==> src/rtl/fcs_tx_serializer.sv <==
// PSDU byte-to-bit serializer feeding a serial 16-bit FCS generator, then appending its FCS MSB-first.
// Optional FCS_TX_STATS_EN adds frame_cnt/err_cnt statistics outputs. FCS_WAIT must be in 1..16.
module fcs_tx_serializer #(
  parameter int MAX_PAYLOAD = 125,
  parameter int FCS_WAIT    = 2
) (
  input  logic        clk,
  input  logic        rst_n,
  input  logic        start,
  input  logic [6:0]  frame_len,
  input  logic [7:0]  byte_data,
  input  logic        byte_valid,
  output logic        byte_ready,
  output logic        crc_data,
  output logic        crc_en,
  input  logic [15:0] fcs_in,
  output logic        tx_bit,
  output logic        tx_valid,
  output logic        busy,
  output logic        done,
  output logic        len_err
`ifdef FCS_TX_STATS_EN
  ,
  output logic [15:0] frame_cnt,
  output logic [7:0]  err_cnt
`endif
);

  typedef enum logic [2:0] {IDLE, LOAD, SHIFT, WAIT, FCS, DONE} state_t;

  localparam logic [7:0] MAX_LEN   = 8'(MAX_PAYLOAD);
  localparam logic [3:0] WAIT_LAST = 4'(FCS_WAIT - 1);

  state_t      state;
  logic [6:0]  byte_cnt;   // bytes still to be fetched
  logic [3:0]  bit_idx;    // payload bit, WAIT cycle or FCS bit index
  logic [7:0]  shreg;
  logic [15:0] fcs_sh;

  logic       take;
  logic       len_ok;
  logic [2:0] nxt_bit;

  assign take    = byte_valid & byte_ready;
  assign len_ok  = (frame_len != 7'd0) && ({1'b0, frame_len} <= MAX_LEN);
  assign nxt_bit = bit_idx[2:0] + 3'd1;

  always_ff @(posedge clk or negedge rst_n) begin
    if (!rst_n) begin
      state      <= IDLE;
      byte_cnt   <= '0;
      bit_idx    <= '0;
      shreg      <= '0;
      fcs_sh     <= '0;
      byte_ready <= 1'b0;
      crc_data   <= 1'b0;
      crc_en     <= 1'b0;
      tx_bit     <= 1'b0;
      tx_valid   <= 1'b0;
      busy       <= 1'b0;
      done       <= 1'b0;
      len_err    <= 1'b0;
`ifdef FCS_TX_STATS_EN
      frame_cnt  <= '0;
      err_cnt    <= '0;
`endif
    end else begin
      done    <= 1'b0;
      len_err <= 1'b0;
      if (take) begin
        // Byte accepted in LOAD or as a prefetch at bit 7: its bit 0 goes out next cycle.
        shreg      <= byte_data;
        byte_cnt   <= byte_cnt - 7'd1;
        bit_idx    <= '0;
        state      <= SHIFT;
        byte_ready <= 1'b0;
        crc_en     <= 1'b1;
        tx_valid   <= 1'b1;
        crc_data   <= byte_data[0];
        tx_bit     <= byte_data[0];
      end else begin
        case (state)
          IDLE: begin
            if (start) begin
              if (len_ok) begin
                byte_cnt   <= frame_len;
                state      <= LOAD;
                byte_ready <= 1'b1;
                busy       <= 1'b1;
              end else begin
                len_err <= 1'b1;
`ifdef FCS_TX_STATS_EN
                if (err_cnt != 8'hFF) err_cnt <= err_cnt + 8'd1;
`endif
              end
            end
          end
          LOAD: ;
          SHIFT: begin
            if (bit_idx[2:0] != 3'd7) begin
              bit_idx    <= bit_idx + 4'd1;
              crc_data   <= shreg[nxt_bit];
              tx_bit     <= shreg[nxt_bit];
              byte_ready <= (bit_idx[2:0] == 3'd6) && (byte_cnt != 7'd0);
            end else begin
              crc_en   <= 1'b0;
              tx_valid <= 1'b0;
              crc_data <= 1'b0;
              tx_bit   <= 1'b0;
              if (byte_cnt == 7'd0) begin
                state      <= WAIT;
                bit_idx    <= '0;
                byte_ready <= 1'b0;
              end else begin
                // Next byte not offered yet: hold ready and stall in LOAD.
                state      <= LOAD;
                byte_ready <= 1'b1;
              end
            end
          end
          WAIT: begin
            if (bit_idx == WAIT_LAST) begin
              fcs_sh   <= {fcs_in[14:0], 1'b0};
              tx_bit   <= fcs_in[15];
              tx_valid <= 1'b1;
              bit_idx  <= '0;
              state    <= FCS;
            end else begin
              bit_idx <= bit_idx + 4'd1;
            end
          end
          FCS: begin
            if (bit_idx == 4'd15) begin
              state    <= DONE;
              tx_valid <= 1'b0;
              tx_bit   <= 1'b0;
              done     <= 1'b1;
`ifdef FCS_TX_STATS_EN
              frame_cnt <= frame_cnt + 16'd1;
`endif
            end else begin
              bit_idx <= bit_idx + 4'd1;
              tx_bit  <= fcs_sh[15];
              fcs_sh  <= {fcs_sh[14:0], 1'b0};
            end
          end
          DONE: begin
            state <= IDLE;
            busy  <= 1'b0;
          end
          default: state <= IDLE;
        endcase
      end
    end
  end

endmodule

==> config.mk <==
export PLATFORM = sky130hd
export DESIGN_NAME = fcs_tx_serializer
export DESIGN_NICKNAME = d
export VERILOG_FILES = /design/src/rtl/fcs_tx_serializer.sv
export SDC_FILE = /design/constraint.sdc
export NUM_CORES = 1
export LEC_CHECK = 0
export BUFFER_PORTS_ARGS = -buffer_cell sky130_fd_sc_hd__buf_2
export CAP_MARGIN = 20
export CORE_MARGIN = 4
export CORE_UTILIZATION = 51
export CTS_CLUSTER_SIZE = 40
export DETAILED_ROUTE_END_ITERATION = 8
export PLACE_DENSITY_LB_ADDON = 0.05
export SLEW_MARGIN = 10
export SYNTH_ARGS = -nofsm -noshare
export SYNTH_HDL_FRONTEND = slang
export SYNTH_SLANG_ARGS = --single-unit
export TNS_END_PERCENT = 5
==> constraint.sdc <==
create_clock -name clk -period 1.74 [get_ports clk]
set_input_delay 0.348 -clock clk [delete_from_list [all_inputs] [get_ports clk]]
set_output_delay 0.348 -clock clk [all_outputs]
set_load 0.01 [all_outputs]
==> impl_metrics.json <==
{
  "drc": 0,
  "required_ns": 1.93,
  "synthDistinctLibCells": 56,
  "path_buf_inv": 1,
  "cp_slowest_cell": "dfrtp_1",
  "rows": 25,
  "vias": 2273,
  "post_drt_wl_per_cell_um": 16.0,
  "total_power_w": 0.00539,
  "crit_path_end_kind": "flop",
  "h-tree-depth": 2,
  "die_h_um": 79.5,
  "routed_wl_um": 6390,
  "worst_slew_pin_slew_ns": 0.567,
  "post-route-period-util_pct": 103,
  "synthFlopType": "dfrtp_1",
  "syn_avg_cell_area_um2": 10.3,
  "place_hpwl_um": 4700,
  "cts_tree": "done",
  "grt_pass1_vias": 2286,
  "fin_skew_ns": 0.00439,
  "yosys.area.top_type_share_pct": 43.2,
  "antenna_found_initial": 0,
  "synth_warnings": 0,
  "regToRegSetupSlack_ns": -0.05,
  "post-place-ws_ns": -0.206,
  "arrival_ns": 1.98,
  "setup_viol": 16,
  "portBuffers": 42,
  "reg2reg_depth": 6,
  "r2r_end": "fcs_sh[8]$_DFFE_PN0P_",
  "ant_nets": 0,
  "synth_largest_area_cell": "dfrtp_1",
  "syn_inst": 252,
  "hold_viol_final": 0,
  "regArea_mm2": 0.00113,
  "synthTopCellsByArea": "dfrtp_1 (43%), mux2_2 (8.2%), mux2_4 (5.2%)",
  "slew_headroom_pct": 62.2,
  "io_pins": 43,
  "place.gp.congestion": 0.900,
  "ir_worst_vdd_uv": 876,
  "critPathKind": "reg2reg",
  "setup_ws_ns": -0.0488,
  "postLayoutCoreUtil_pct": 69.0,
  "start_util_pct": 53.8,
  "synth.most_common_cell": "dfrtp_1",
  "yosysSeqAreaShare_pct": 43.2,
  "dr.pass1.iters": 4,
  "violations": "negative setup slack",
  "final.min_clock_period_ns": 1.79,
  "dieWidth_um": 79.5,
  "drt-initial-drc-count": 152,
  "cp_top_family": "simple AND/OR/NAND/NOR gates",
  "cts_buffer_depth": 2,
  "via_per_inst": 5.68,
  "min_path_type": "in2async",
  "power_density_mw_per_mm2": 1610,
  "crit_chain": "inv_1, ha_1, or3b_4, nor2_4, o21ai_4, mux2_4",
  "synth_fp_nets": 293,
  "grt_pass1_wl_um": 11000,
  "clock_sinks": 45,
  "ys_top_cells_by_count": "dfrtp_1 (45), nand2_1 (33), mux2_2 (19)",
  "multiInputGateArea_mm2": 0.00149,
  "drive_above_1_share_pct": 42.9,
  "cts_buffers": 5,
  "synthArstFlopShare_pct": 100,
  "rsz0062_at_grt": "yes",
  "fmax_mhz": 559,
  "cpPeakStageDelay_ns": 0.40,
  "grt_usage_pct": 21.9,
  "synth_area_mm2": 0.00261,
  "fillers": 413,
  "synth_seq_cells": 45,
  "critPathMaxFanout": 8,
  "grt_start_max_net_pins": 46,
  "drv_slew": 0,
  "timing.rr.start": "bit_idx[1]$_DFFE_PN0P_",
  "coreArea_mm2": 0.00485,
  "worstSetupStartpointType": "flop",
  "synth_edf_count": 0,
  "cts-root-buf": "clkbuf_8",
  "leakage_nw": 1.56,
  "clkTransAtPathRegs_ns": 0.09,
  "run_status": "finished with violations",
  "grt_overflow": 0,
  "n_antenna_cell": 0,
  "cap_violations": 0,
  "nets": 373,
  "die-area_mm2": 0.00632,
  "area_delta_synth_final_pct": 28.4,
  "clock_latency_ns": 0.30
}
==> registers in the layout, summed over array words and instances (netlist names) <==
signal	count
shreg	8
tx_bit	1
done	1
crc_en	1
tx_valid	1
bit_idx	4
state	3
byte_ready	1
len_err	1
fcs_sh	15
byte_cnt	7
crc_data	1
busy	1
==> report_power, final <==
part / total, W / internal (W) / switching (W)
Sequential: 0.00184 / 0.00150 / 0.000337
Clock: 0.000648 / 0.000285 / 0.000363
Combinational: 0.00290 / 0.00151 / 0.00139
Total: 0.00539 / 0.00329 / 0.00209
==> cell type report <==
type / count / area share (%)
multi-input cells: 189 / 44.5
flip-flops and latches: 45 / 33.7
clock buffers: 7 / 2.28
well taps: 67 / 2.51
repair buffers: 85 / 16.2
inverters: 6 / 0.673
clock inverters: 1 / 0.224
==> per-layer routing <==
layer / vias to the layer above / wire length [µm] / global-route usage (%)
met1: 1120 / 2850 / 29.7
li1: 1095 / - / -
met2: 47 / 3150 / 35.1
met4: 0 / 119 / 8.25
met3: 11 / 266 / 3.50
met5: - / 0 / 0
==> how the worst max path moves through the flow <==
stage                                 from                     end  slack [ns]  cells after the start
detailed placement  bit_idx[0]$_DFFE_PN0P_   fcs_sh[5]$_DFFE_PN0P_       -0.21                      5
global placement    bit_idx[0]$_DFFE_PN0P_   fcs_sh[4]$_DFFE_PN0P_       -0.17                      5
finish              bit_idx[1]$_DFFE_PN0P_   fcs_sh[8]$_DFFE_PN0P_       -0.05                      6
floorplan           bit_idx[1]$_DFFE_PN0P_  fcs_sh[10]$_DFFE_PN0P_       -0.05                      7
global route        bit_idx[1]$_DFFE_PN0P_      tx_bit$_DFFE_PN0P_       -0.15                      7
CTS                 bit_idx[0]$_DFFE_PN0P_   fcs_sh[5]$_DFFE_PN0P_       -0.02                      5
==> layout by cell type (no fill, tap or decap), types with 3 or more instances in the layout <==
master | netlist | routed
a211o_1 | 3 | 3
a21oi_1 | 11 | 11
a31oi_1 | 4 | 4
buf_2 | 5 | 42
buf_4 | 1 | 41
clkbuf_8 | 0 | 5
dfrtp_1 | 45 | 45
ha_1 | 6 | 4
inv_1 | 6 | 6
mux2_2 | 19 | 19
mux2_4 | 9 | 9
mux2i_1 | 5 | 5
nand2_1 | 33 | 33
nand2b_1 | 3 | 3
nand3_1 | 10 | 10
nand4_1 | 6 | 6
nor2_1 | 11 | 11
nor2b_1 | 4 | 4
nor3_1 | 3 | 3
nor4_1 | 3 | 3
o21ai_0 | 12 | 11
o31ai_1 | 4 | 4
==> stage by stage <==
stage	std cells	TNS [ns]	hold WS, ns	instance area [µm²]
floorplan	252	-0.539	0.0524	2610
global placement	390	-2.14	0.459	3160
detailed placement	390	-2.59	0.462	3160
CTS	400	-0.229	0.150	3300
global route	400	-2.35	0.155	3350
finish	400	-0.535	0.110	3350
==> cell families (layout without fill, tap and decap cells) <==
group,Yosys count,in the layout,synth area share (%)
AO/OA/AOI/OAI,57,58,16.0
XOR/XNOR,1,1,0.336
adder cells (fa/ha/maj),6,6,2.88
buffers and inverters,19,99,3.41
flip-flops,45,45,43.2
multiplexers,33,33,15.3
AND/OR/NAND/NOR,91,91,18.8
==> what timing repair did <==
action / in CTS / in global routing
pin swaps: 6 / 1
cloned: 1 / 0
buffers inserted: 1 / 0
gates resized for setup: 9 / 8
hold buffers: 0 / 0
hold endpoints to repair: 0 / 0
setup endpoints to repair: 20 / 24
No activity file was read; power rests on OpenSTA's default activity.
